<file path="src/rtl/rock_pkg.sv">
// Shared types and default parameter values for the rocking controller.
package rock_pkg;

   typedef enum logic [1:0] {
      ST_IDLE      = 2'd0,
      ST_ACTIVE    = 2'd1,
      ST_SATURATED = 2'd2,
      ST_FAULT     = 2'd3
   } rock_state_e;

   localparam int unsigned DEF_LVL_W        = 3;
   localparam int unsigned DEF_MAX_LVL      = 7;
   localparam int unsigned DEF_DWELL_TICKS  = 4;
   localparam int unsigned DEF_CALM_WINDOWS = 2;
   localparam int unsigned DEF_GIVEUP_EVALS = 3;

   function automatic int unsigned cnt_width(input int unsigned max_val);
      return (max_val < 2) ? 1 : $clog2(max_val + 1);
   endfunction

endpackage

</file>
<file path="src/rtl/rock_dwell_timer.sv">
// Dwell-time limiter: counts slow ticks after each level change and holds
// the most recent evaluation that arrived while the dwell was still running.
module rock_dwell_timer
   import rock_pkg::*;
#(
   parameter int unsigned DWELL_TICKS = DEF_DWELL_TICKS
) (
   input  logic clk,
   input  logic rst_n,
   input  logic clr_i,
   input  logic load_i,
   input  logic tick_i,
   input  logic eval_valid_i,
   input  logic eval_calm_i,
   output logic dwell_zero_o,
   output logic apply_valid_o,
   output logic apply_calm_o
);

   localparam int unsigned     DW_W    = cnt_width(DWELL_TICKS);
   localparam logic [DW_W-1:0] DW_LOAD = DW_W'(DWELL_TICKS);

   logic [DW_W-1:0] dwell_q, dwell_d;
   logic            pend_valid_q, pend_valid_d;
   logic            pend_calm_q, pend_calm_d;

   assign dwell_zero_o  = (dwell_q == '0);
   // A fresh evaluation beats the buffered one when both are ready together.
   assign apply_valid_o = dwell_zero_o && !clr_i && (eval_valid_i || pend_valid_q);
   assign apply_calm_o  = eval_valid_i ? eval_calm_i : pend_calm_q;

   always_comb begin
      // NOTE: every combinational output gets a default first so no latch is inferred.
      dwell_d      = dwell_q;
      pend_valid_d = pend_valid_q;
      pend_calm_d  = pend_calm_q;
      if (clr_i) begin
         dwell_d      = '0;
         pend_valid_d = 1'b0;
         pend_calm_d  = 1'b0;
      end else begin
         if (load_i) begin
            dwell_d = DW_LOAD;
         end else if (tick_i && !dwell_zero_o) begin
            dwell_d = dwell_q - 1'b1;
         end
         if (!dwell_zero_o) begin
            if (eval_valid_i) begin
               pend_valid_d = 1'b1;
               pend_calm_d  = eval_calm_i;
            end
         end else begin
            pend_valid_d = 1'b0;
         end
      end
   end

   // NOTE: sequential state is updated with non-blocking assignments only.
   always_ff @(posedge clk) begin
      if (!rst_n) begin
         dwell_q      <= '0;
         pend_valid_q <= 1'b0;
         pend_calm_q  <= 1'b0;
      end else begin
         dwell_q      <= dwell_d;
         pend_valid_q <= pend_valid_d;
         pend_calm_q  <= pend_calm_d;
      end
   end

endmodule

</file>
<file path="src/rtl/rock_controller.sv">
// Rocking controller: steps amplitude/frequency levels from stress evaluations.
// Define ROCK_GIVEUP_FAULT_EN to enable the give-up / external-error FAULT state.
module rock_controller
   import rock_pkg::*;
#(
   parameter int unsigned LVL_W        = DEF_LVL_W,
   parameter int unsigned MAX_LVL      = DEF_MAX_LVL,
   parameter int unsigned DWELL_TICKS  = DEF_DWELL_TICKS,
   parameter int unsigned CALM_WINDOWS = DEF_CALM_WINDOWS,
   parameter int unsigned GIVEUP_EVALS = DEF_GIVEUP_EVALS
) (
   input  logic             clk,
   input  logic             extReset,
   input  logic             tick,
   input  logic             evalValid,
   input  logic             stressLaag,
   input  logic             errIn,
   input  logic             clrFault,
   output logic [LVL_W-1:0] amp,
   output logic [LVL_W-1:0] freq,
   output logic             busy,
   output logic             error,
   output logic [1:0]       state
);

   localparam logic [LVL_W-1:0]  LVL_MAX   = LVL_W'(MAX_LVL);
   localparam logic [LVL_W-1:0]  LVL_ONE   = LVL_W'(1);
   localparam int unsigned       CALM_W    = cnt_width(CALM_WINDOWS);
   localparam logic [CALM_W-1:0] CALM_LAST = CALM_W'(CALM_WINDOWS - 1);

   rock_state_e      state_q, state_d;
   logic [LVL_W-1:0] amp_q, amp_d, freq_q, freq_d;
   logic [CALM_W-1:0] calm_q, calm_d;
   logic             busy_q, busy_d;
   logic             load_dwell, apply_valid, apply_calm, dwell_zero;

`ifdef ROCK_GIVEUP_FAULT_EN
   localparam int unsigned       GIVE_W    = cnt_width(GIVEUP_EVALS);
   localparam logic [GIVE_W-1:0] GIVE_LAST = GIVE_W'(GIVEUP_EVALS - 1);
   logic [GIVE_W-1:0] give_q, give_d;
   logic              error_q, error_d;
`else
   logic unused_fault_inputs;
   assign unused_fault_inputs = ^{errIn, clrFault, dwell_zero};
`endif

   rock_dwell_timer #(.DWELL_TICKS(DWELL_TICKS)) u_dwell (
      .clk          (clk),
      .rst_n        (extReset),
      .clr_i        (state_q == ST_FAULT),
      .load_i       (load_dwell),
      .tick_i       (tick),
      .eval_valid_i (evalValid),
      .eval_calm_i  (stressLaag),
      .dwell_zero_o (dwell_zero),
      .apply_valid_o(apply_valid),
      .apply_calm_o (apply_calm)
   );

   always_comb begin
      state_d    = state_q;
      amp_d      = amp_q;
      freq_d     = freq_q;
      calm_d     = calm_q;
      load_dwell = 1'b0;
`ifdef ROCK_GIVEUP_FAULT_EN
      give_d     = give_q;
      if (errIn) begin
         state_d = ST_FAULT;
         amp_d   = '0;
         freq_d  = '0;
         calm_d  = '0;
         give_d  = '0;
      end else if (state_q == ST_FAULT) begin
         amp_d  = '0;
         freq_d = '0;
         if (clrFault) begin
            state_d = ST_IDLE;
            calm_d  = '0;
            give_d  = '0;
         end
      end else
`endif
      if (apply_valid && !apply_calm) begin
         calm_d = '0;
         case (state_q)
            ST_IDLE: begin
               freq_d     = LVL_ONE;
               state_d    = ST_ACTIVE;
               load_dwell = 1'b1;
            end
            ST_ACTIVE: begin
               load_dwell = 1'b1;
               if (freq_q != LVL_MAX) freq_d = freq_q + LVL_ONE;
               else                   amp_d  = amp_q + LVL_ONE;
               if (freq_d == LVL_MAX && amp_d == LVL_MAX) begin
                  state_d = ST_SATURATED;
`ifdef ROCK_GIVEUP_FAULT_EN
                  give_d  = '0;
`endif
               end
            end
            ST_SATURATED: begin
`ifdef ROCK_GIVEUP_FAULT_EN
               if (give_q == GIVE_LAST) begin
                  state_d = ST_FAULT;
                  amp_d   = '0;
                  freq_d  = '0;
                  give_d  = '0;
               end else begin
                  give_d = give_q + 1'b1;
               end
`endif
            end
            default: ;
         endcase
      end else if (apply_valid && state_q != ST_IDLE) begin
         if (calm_q != CALM_LAST) begin
            calm_d = calm_q + 1'b1;
         end else begin
            calm_d     = '0;
            load_dwell = 1'b1;
            if (amp_q != '0)       amp_d  = amp_q - LVL_ONE;
            else if (freq_q != '0) freq_d = freq_q - LVL_ONE;
            state_d = (amp_d == '0 && freq_d == '0) ? ST_IDLE : ST_ACTIVE;
`ifdef ROCK_GIVEUP_FAULT_EN
            give_d  = '0;
`endif
         end
      end
      busy_d = (state_d != ST_IDLE);
`ifdef ROCK_GIVEUP_FAULT_EN
      error_d = (state_d == ST_FAULT);
`endif
   end

   always_ff @(posedge clk) begin
      if (!extReset) begin
         state_q <= ST_IDLE;
         amp_q   <= '0;
         freq_q  <= '0;
         calm_q  <= '0;
         busy_q  <= 1'b0;
`ifdef ROCK_GIVEUP_FAULT_EN
         give_q  <= '0;
         error_q <= 1'b0;
`endif
      end else begin
         state_q <= state_d;
         amp_q   <= amp_d;
         freq_q  <= freq_d;
         calm_q  <= calm_d;
         busy_q  <= busy_d;
`ifdef ROCK_GIVEUP_FAULT_EN
         give_q  <= give_d;
         error_q <= error_d;
`endif
      end
   end

   assign amp   = amp_q;
   assign freq  = freq_q;
   assign busy  = busy_q;
   assign state = state_q;
`ifdef ROCK_GIVEUP_FAULT_EN
   assign error = error_q;
`else
   assign error = 1'b0;
`endif

endmodule

</file>
<file path="config.mk">
export PLATFORM = sky130hd
export DESIGN_NAME = rock_controller
export DESIGN_NICKNAME = d
export VERILOG_FILES = /design/src/rtl/rock_pkg.sv /design/src/rtl/rock_dwell_timer.sv /design/src/rtl/rock_controller.sv
export SDC_FILE = /design/constraint.sdc
export NUM_CORES = 1
export LEC_CHECK = 0
export ABC_CLOCK_PERIOD_IN_PS = 2700
export CORE_UTILIZATION = 25
export DETAILED_ROUTE_END_ITERATION = 6
export PLACE_DENSITY = 0.41
export RECOVER_POWER = 100
export SLEW_MARGIN = 20
export SYNTH_ARGS = -nofsm -noshare
export SYNTH_HDL_FRONTEND = slang
export SYNTH_HIERARCHICAL = 1
export SYNTH_SLANG_ARGS = --single-unit
</file>
<file path="constraint.sdc">
create_clock -name clk -period 2.7 [get_ports clk]
set_input_delay 0.27 -clock clk [delete_from_list [all_inputs] [get_ports clk]]
set_output_delay 0.27 -clock clk [all_outputs]
set_load 0.005 [all_outputs]
</file>
# Word-level counts from Yosys, hierarchy flattened
# Cells that the tools add are included.
[totals]
reg_bits = 16
latchBits = 0
ramBits = 0
mem_bits_ro = 0
in_bits = 7
output_inout_bits = 10
elab_cells = 90
memories = 0
[classes]
n_addsub = 6
n_mul = 0
div_mod_pow = 0
n_lt_le_gt_ge = 0
n_eq_ne = 9
n_shift = 0
mux = 37
bitwise_logic = 1
n_reduce_logical = 28
[ops]
columns = ["op", "n"]
rows = [
  ["$mux 3", 24],
  ["$mux 2", 5],
  ["$logic_not 3->1", 3],
  ["$sub 3x1->3 const B", 3],
  ["$reduce_bool 2->1", 4],
  ["$logic_and 1x1->1", 7],
  ["$add 3x1->3 const B", 2],
  ["$eq 3x3->1 const B", 2],
  ["$mux 1", 6],
  ["$pmux 3 s2", 1],
  ["$reduce_and 3->1", 2],
  ["$reduce_bool 3->1", 2],
  ["$reduce_or 2->1", 3],
  ["$reduce_or 3->1", 2],
  ["$ne 2x1->1 const B", 2],
  ["$pmux 2 s2", 1],
  ["$logic_not 1->1", 3],
  ["$ne 3x1->1 const B", 1],
  ["$ne 3x3->1 const B", 1],
  ["$add 2x1->2 const B", 1],
  ["$eq 2x1->1 const B", 1],
  ["$eq 2x2->1 const B", 1],
  ["$logic_not 2->1", 1],
  ["$ne 2x2->1 const B", 1],
  ["other kinds (2)", 2],
]

# Logic depth before layout (Yosys ltp)
# Gate-level depths: netlist (run 1).
[logic_depth]
depth_word = 14
depth_mapped = 11
depth_no_buf = 9

# Modules after synthesis
# The synthesis (run 1) kept the hierarchy.
[by_module_without_submodules]
columns = ["mod", "n_inst", "cells_per_inst", "area_per_inst_um2", "seq_area_each_um2"]
rows = [
  ["rock_controller", 1, 120, 933.4, 220.2],
  ["rock_dwell_timer", 1, 29, 260.2, 100.1],
]

# Least setup slack after synthesis (run 1)
# Ideal clock, no wire load.
[synth_timing]
path_type = "register to register"
from = "register u_dwell.dwell_q[0]"
to = "register freq_q[2], in the netlist freq[2]"
setup_ns = 0.095
arrival_ns = 2.101
required_time_ns = 2.605
slack_ns = 0.503
stages_incl_launch_ff = 10
n_path_buf = 2
synth_period_minus_slack_ns = 2.197
cell_sequence = "dfxtp_1 > inv_1 > ha_1 > nand2b_1 > buf_2 > nor3_1 > nor2b_1 > clkbuf_1 > mux2_1 > a221oi_1"
[synth_via]
elab_chain_len = 6
word_cells_on_any_way = 10
cone_classes = "eq/ne: 2; mux: 1; reduce/logical: 7"
[synth_rtl]
columns = ["element", "line", "text"]
rows = [
  ["start: declaration", "rock_dwell_timer.sv:23", "logic [DW_W-1:0] dwell_q, dwell_d;"],
  ["start signal: assignment", "rock_dwell_timer.sv:65", "dwell_q <= dwell_d;"],
  ["$logic_not 3->1 (*)", "rock_dwell_timer.sv:27", "assign dwell_zero_o = (dwell_q == '0);"],
  ["$logic_and 1x1->1 (*) (2 in a row)", "rock_dwell_timer.sv:29", "assign apply_valid_o = dwell_zero_o && !clr_i && (eval_valid_i || pend_valid_q);"],
  ["via apply_valid", "rock_controller.sv:35", "logic load_dwell, apply_valid, apply_calm, dwell_zero;"],
  ["$logic_and 1x1->1, on equally long branches", "rock_controller.sv:84, rock_controller.sv:117", ""],
  ["$ne 3x1->1 (no source line), or another cell as far along", "--", ""],
  ["$reduce_and 3->1 (no source line)", "--", ""],
  ["end signal: assignment", "rock_controller.sv:151", "freq_q <= freq_d;"],
  ["end: declaration", "rock_controller.sv:32", "logic [LVL_W-1:0] amp_q, amp_d, freq_q, freq_d;"],
]
# Mark *: on every way through the listed nets, which the timed path passes. The rest lies on a longest branch.
# A chain may end at the register's enable or synchronous reset.

# Worst setup path in the final report (run 1)
[layout_timing]
from = "register u_dwell.dwell_q[0]"
to = "register amp_q[1], in the netlist amp[1]"
[layout_via]
elab_chain_len = 6
word_cells_on_any_way = 10
cone_classes = "eq/ne: 2; mux: 1; reduce/logical: 7"
[layout_rtl]
columns = ["element", "line", "text"]
rows = [
  ["$logic_not 3->1 (*)", "rock_dwell_timer.sv:27", ""],
  ["$logic_and 1x1->1 (*) (2 in a row)", "rock_dwell_timer.sv:29", ""],
  ["via apply_valid", "rock_controller.sv:35", ""],
  ["$logic_and 1x1->1, on equally long branches", "rock_controller.sv:84, rock_controller.sv:117", ""],
  ["$ne 2x1->1 (no source line), or another cell as far along", "--", ""],
  ["$reduce_and 3->1 (no source line)", "--", ""],
  ["end signal: assignment", "rock_controller.sv:150", "amp_q <= amp_d;"],
  ["end: declaration", "rock_controller.sv:32", ""],
]
# Marks and branches as above.

==> results_dict.tcl, run 1 <==
set metrics [dict create \
    grt_util_all_layers_pct 12.6 \
    drive_gt1_share_pct 6.71 \
    synth_edf_count 0 \
    critical_path_class "reg2reg" \
    fp.coreArea_um2 4470 \
    via_per_inst 5.26 \
    finish.net_count 180 \
    cellPowerDensity_nw_per_um2 833 \
    p_leak_nw 0.546 \
    die_h_um 71.1 \
    violations_in_the_final_reports "design-rule violations" \
    dpl.hpwl_um 2370 \
    maximum_number_of_pins_on_one_net_before_global_route_repair 13 \
    htreeDepth 1 \
    row_count 24 \
    ys.flop_type "sky130_fd_sc_hd__dfxtp_1" \
    share_of_async_settable_or_async_resettable_flops_after_synthesis_pct 0 \
    hold_path.class "reg2reg" \
    share_of_the_synthesized_area_in_the_top_cell_type_pct 26.8 \
    post_place_cell_area_um2 1390 \
    clock_latency_ps 250 \
    die_x_um 71.1 \
    ir_drop_v 0.000255 \
    syn_area_um2 1190 \
    type_of_element_launching_the_critical_path "register" \
    drc_errors 4 \
    fp.dieArea_um2 5060 \
    globalplace.congestion 0.782 \
    setup-tns-final_ps 0 \
    clock-sinks 16 \
    mappedNetlistNets 164 \
    totalWireLength_um 3050 \
    holdWs_ps 471 \
    clock-skew-final_ps 3.41 \
    synth.lib_cells_used.distinct 53 \
    fmaxAchievable_mhz 439 \
    ios 17 \
    timing.final.max_slew_violations 0 \
    drt-initial-drc-count 71 \
    cts_hold_buf 0 \
    worstSetupEndpointType "register" \
    cp_data_required_time_ps 2850 \
    postCtsResizedCells 0 \
    grt_antenna_before_repair 0 \
    grt_first_pass_wirelength_um 4920 \
    worstPathArrival_ps 2430 \
    ys_warn_count 6 \
    synth.yosys.seq_area_share_pct 26.8 \
    setup_viol_count_final 0 \
    post_drt_wl_per_cell_um 14.1 \
    layout.core_utilization_pct 31.9 \
    drtPass1Iterations 6 \
    cp_max_fo 8 \
    numCtsBuffers 3 \
    final-hold-violation-count 0 \
    synth_area_leader_cell "sky130_fd_sc_hd__dfxtp_1" \
    clkTransAtPathRegs_ps 70 \
    largest_cells_by_area_after_synthesis "sky130_fd_sc_hd__dfxtp_1, sky130_fd_sc_hd__ha_1, sky130_fd_sc_hd__a21oi_1" \
    min_tclk_post_route_ps 2280 \
    initial_core_utilization_pct 26.7 \
    cts_post_setup_buffers_inserted 0 \
    cts_tree "built" \
    globalRoute.totalOverflow 0 \
    ctsLongestPathBuffers 2 \
    place.port_buffers 13 \
    final_min_period_over_clock_period_pct 84.3 \
    vias 1136 \
    syn_to_final_growth_pct 19.6 \
    avgSynthCellArea_um2 8.01 \
    antenna-diode-count 0 \
    cts_root_buf "sky130_fd_sc_hd__clkbuf_8" \
    postLayoutCellArea_um2 1430 \
    postRouteAntennaNets 0 \
    status "complete, but fails checks" \
    cap_viol_max_count 0 \
    synth.ff_latch_count 16 \
    post_synth_inst_count 149 \
    number_of_global_route_vias_before_repair 1036 \
    setup_repair_after_global_routing_missed_its_margin "false" \
]
## cells in the mapped netlist (2+ instances only)
library cell,count
sky130_fd_sc_hd__buf_2,5
sky130_fd_sc_hd__inv_1,10
sky130_fd_sc_hd__nand2_1,11
sky130_fd_sc_hd__nor2b_1,4
sky130_fd_sc_hd__nand3_1,2
sky130_fd_sc_hd__nor3_1,5
sky130_fd_sc_hd__ha_1,8
sky130_fd_sc_hd__nand3b_1,2
sky130_fd_sc_hd__nand4_1,3
sky130_fd_sc_hd__nor2_1,10
sky130_fd_sc_hd__a22oi_1,2
sky130_fd_sc_hd__o22ai_1,2
sky130_fd_sc_hd__o21ai_1,6
sky130_fd_sc_hd__a311oi_1,4
sky130_fd_sc_hd__nand2b_1,7
sky130_fd_sc_hd__a21oi_1,10
sky130_fd_sc_hd__mux2i_1,2
sky130_fd_sc_hd__o21ai_0,5
sky130_fd_sc_hd__dfxtp_1,16
sky130_fd_sc_hd__a221oi_1,2
## final timing paths
| kind | cells after the start | slack [ps] | end | from |
|---|---|---|---|---|
| setup / recovery | 11 | 420 | amp[1] | u_dwell/dwell_q[0] |
| hold / removal | 2 | 470 | calm_q[1] | calm_q[1] |
| setup reg to reg | 11 | 420 | amp[1] | u_dwell/dwell_q[0] |
| hold reg to reg | 2 | 470 | calm_q[1] | calm_q[1] |
## cell usage in the layout (no fill, tap or decap), types with 5 or more instances in the layout
master and count:
sky130_fd_sc_hd__a21oi_1 10, sky130_fd_sc_hd__a311oi_1 5, sky130_fd_sc_hd__clkdlybuf4s50_1 6, sky130_fd_sc_hd__dfxtp_1 16, sky130_fd_sc_hd__dlygate4sd3_1 7, sky130_fd_sc_hd__ha_1 8, sky130_fd_sc_hd__inv_1 10, sky130_fd_sc_hd__nand2_1 11
sky130_fd_sc_hd__nand2b_1 7, sky130_fd_sc_hd__nor2_1 10, sky130_fd_sc_hd__nor3_1 5, sky130_fd_sc_hd__o21ai_0 8
## flip-flops by register name (all words and copies together), names as in the netlist
register / count
freq: 3
calm_q: 2
u_dwell/pend_calm_q: 1
u_dwell/pend_valid_q: 1
u_dwell/dwell_q: 3
busy: 1
state: 2
amp: 3
## critical path, cell delays in order, from the launching register on
cell	delay (ps)
sky130_fd_sc_hd__dfxtp_1	300
sky130_fd_sc_hd__inv_1	100
sky130_fd_sc_hd__ha_1	160
sky130_fd_sc_hd__nand2b_1	170
sky130_fd_sc_hd__nor3_1	220
sky130_fd_sc_hd__buf_4	170
sky130_fd_sc_hd__nor2b_1	130
sky130_fd_sc_hd__clkbuf_1	300
sky130_fd_sc_hd__nor2_1	140
sky130_fd_sc_hd__nand2_1	80
sky130_fd_sc_hd__o21ai_0	80
sky130_fd_sc_hd__a221oi_1	320
## cells by family after synthesis
family	after synthesis	synth area share, %
adders and majority gates	8	8.39
muxes	4	3.56
xor gates and xnor gates	1	0.734
DFF	16	26.8
other	1	0.314
AOI/OAI and AO/OA	45	26.5
and+or+nand+nor	57	27.5
buffers and inverters	17	6.18
## metal layers
metal / wire length (um) / vias to the layer above / share of wire (%) / track usage [%]
met5: 0 / - / 0 / 0
met4: 29 / 0 / 0.95 / 4.44
met3: 130 / 4 / 4.3 / 1.85
met2: 1470 / 31 / 48 / 21.2
met1: 1420 / 530 / 47 / 16.3
li1: - / 571 / - / -
## stage by stage
stage,worst slack (ps),total power [W],std cells
3_5_place_dp,339,0.00101,212
6_report,423,0.00119,216
4_1_cts,515,0.00123,216
2_1_floorplan,503,0.000820,149
3_3_place_gp,384,0.000987,212
5_1_grt,203,0.00130,216
## power breakdown
group	switching, W	internal [W]
clock	0.0000863	0.000129
sequential	0.0000540	0.000290
combinational	0.000354	0.000275
## layout make-up
class                           instances  area, um2
Tap cell                               52       65.1
Timing Repair Buffer                   18        156
Clock buffer                            4       55.1
Sequential cell                        16        320
Fill cell                             477       3050
Inverter                               10       37.5
Multi-Input combinational cell        116        793
Power figures use the tool's default switching activity.
==> run 2: changes to the inputs <==
ABC_CLOCK_PERIOD_IN_PS = 2100   (was 2700)
clock period = 2.1 ns   (was 2.7 ns; I/O delays follow)
==> run 2 against run 1 <==
  * Hold slack got worse by 16 ps
  * Routed wire length increased by 13%
  * Clock power is 13% higher
  * The run now ends clean
  * Die area unchanged
  * Global-route usage grew 2.0 points
  * Clock skew increased by 4.7 ps
  * Non-clock buffer count up 14
  * Critical path depth fell by 4
  * Sequential power increased by 23%
  * Cell count grew 6.0%
  * Largest cell class unchanged
==> results_dict.tcl, run 2 (synthesis gave the netlist of run 1 again) <==
set metrics [dict create \
    setup_repair_after_global_routing_missed_its_margin "false" \
    globalRoute.totalOverflow 0 \
    post_drt_wl_per_cell_um 15.1 \
    number_of_buffer_and_inverter_stages_on_the_critical_path 1 \
    multi_input_comb_area_um2 816 \
    cp_data_required_time_ps 2250 \
    dpl.hpwl_um 2650 \
    row_count 24 \
    globalplace.congestion 0.784 \
    hold_path.class "reg2reg" \
    cp_max_fo 5 \
    cts_hold_buf 0 \
    cts_root_buf "sky130_fd_sc_hd__clkbuf_8" \
    r2r-end "busy" \
    cp_slowest_stage_delay_ps 400 \
    clock-sinks 16 \
    worst_slew_pin_tran_ps 505 \
    maximum_number_of_pins_on_one_net_before_global_route_repair 13 \
    antenna-diode-count 0 \
    layout.area.seq_um2 322 \
    die_h_um 71.1 \
    number_of_global_route_vias_before_repair 1233 \
    cts_tree "built" \
    cap_viol_max_count 0 \
    numCtsBuffers 3 \
    timing.final.max_slew_violations 0 \
    ctsLongestPathBuffers 2 \
    layoutNonFillerInstCount 229 \
    min_tclk_post_route_ps 1940 \
    power_total_w 0.00165 \
    fmaxAchievable_mhz 516 \
    cell_total_after_placement 224 \
    ir_drop_v 0.000300 \
    worst-r2r-setup-slack_ps 160 \
    postRouteAntennaNets 0 \
    p_seq_share_pct 25.6 \
    clkTransAtPathRegs_ps 70 \
    finish.net_count 194 \
    worstPathArrival_ps 2090 \
    p_leak_nw 0.603 \
    critical_path_class "reg2reg" \
    worstSetupEndpointType "register" \
    power_switching_share_pct 42.0 \
    clock_latency_ps 250 \
    setup_viol_count_final 0 \
    share_clk_of_total_power_pct 14.8 \
    timing.hold.worst_path_depth 2 \
    fill_cells 464 \
    htreeDepth 1 \
    grt_first_pass_wirelength_um 5710 \
    intPower_w 0.000956 \
    total_switching_power_w 0.000692 \
    comb_power_share_pct 59.6 \
    fp.coreArea_um2 4470 \
    drive_gt1_share_pct 16.4 \
    drtPass1Iterations 6 \
    die_x_um 71.1 \
    syn_to_final_growth_pct 28.9 \
    type_of_element_launching_the_critical_path "register" \
    via_per_inst 5.22 \
    cellPowerDensity_nw_per_um2 1070 \
    crit_chain "inv_1 > ha_1 > nor4bb_1 > a31oi_1 > o21ai_1 > a311oi_1 > or2_1" \
    totalWireLength_um 3450 \
    grt_antenna_before_repair 0 \
    vias 1195 \
    drt-initial-drc-count 40 \
    r2r_start "amp[1]" \
    cpLargestDelayFamily "simple AND/OR/NAND/NOR gates" \
    final-hold-violation-count 0 \
    final_min_period_over_clock_period_pct 92.3 \
    maxSlewHeadroom_pct 66.3 \
    holdWs_ps 455 \
    ios 17 \
    most-common-layout-cells "sky130_fd_sc_hd__dfxtp_1, sky130_fd_sc_hd__buf_4, sky130_fd_sc_hd__nand2_1" \
    worst_hold_path.endpoint "calm_q[1]" \
    slowest_cell_on_the_critical_path "sky130_fd_sc_hd__dfxtp_1" \
    clock-skew-final_ps 8.09 \
    grt_util_all_layers_pct 14.5 \
    place.port_buffers 13 \
    initial_core_utilization_pct 26.7 \
    fp.dieArea_um2 5060 \
    r2r_cells 7 \
    hold_path.startpoint "calm_q[1]" \
    drc_errors 0 \
    status "finished clean" \
]
run 2: changes by cell type in the layout (fill, tap and decap cells not counted), sizes merged:
cell	delta
clkdlybuf4s50	+2
dlygate4sd3	-2
buf	+13
run 2: repair_timing:
action,CTS,global route
gates resized for setup,1,4
setup buffers,0,2
pin swaps,0,2
setup endpoints to repair,1,6
run 2: worst register-to-register path, cell delays in order (launching register included):
cell	delay, ps
sky130_fd_sc_hd__dfxtp_1	400
sky130_fd_sc_hd__inv_1	110
sky130_fd_sc_hd__ha_1	370
sky130_fd_sc_hd__nor4bb_1	300
sky130_fd_sc_hd__a31oi_1	80
sky130_fd_sc_hd__o21ai_1	180
sky130_fd_sc_hd__a311oi_1	140
sky130_fd_sc_hd__or2_1	240
run 2: final cells by class:
class	count	area share [%]
multi-input cells	116	53.0
flip-flops and latches	16	20.9
repair buffers	32	16.7
well taps	52	4.23
clock buffers	3	2.68
inverters	10	2.44
run 2: worst max path at each step:
| stage | from | end | cells past startpoint |
|---|---|---|---|
| 2_1_floorplan | u_dwell/dwell_q[0] | freq[2] | 9 |
| 3_3_place_gp | evalValid | freq[2] | 7 |
| 3_5_place_dp | evalValid | freq[2] | 8 |
| 4_1_cts | amp[1] | busy | 7 |
| 5_1_grt | u_dwell/dwell_q[0] | freq[0] | 11 |
| 6_report | amp[1] | busy | 7 |
run 2: metrics by stage:
step / utilization, % / cell area, um2 / setup TNS [ps] / worst slack (ps)
finish: 34.4 / 1540 / 0 / 162
global route: 34.4 / 1540 / 0 / 10.8
CTS: 34.1 / 1530 / 0 / 100
detailed placement: 33.2 / 1490 / -103 / -51.8
global placement: 33.2 / 1490 / -16.6 / -14.8
floorplan: - / 1200 / 0 / 59.5
run 2: routing by layer:
| metal | vias to the layer above | track usage (%) | share of wire [%] |
|---|---|---|---|
| met1 | 564 | 16.8 | 44 |
| met5 | - | 0 | 0 |
| li1 | 604 | - | - |
| met4 | 0 | 4.00 | 0.58 |
| met3 | 2 | 3.42 | 3.7 |
| met2 | 25 | 26.6 | 52 |
run 2: power by group through the flow:
stage	combinational, W	sequential, W	clock, W
2_1_floorplan	0.000629	0.000430	0
3_5_place_dp	0.000967	0.000432	0
4_1_cts	0.000974	0.000425	0.000251
5_1_grt	0.00109	0.000432	0.000258
6_report	0.000983	0.000422	0.000244
3_3_place_gp	0.000948	0.000428	0
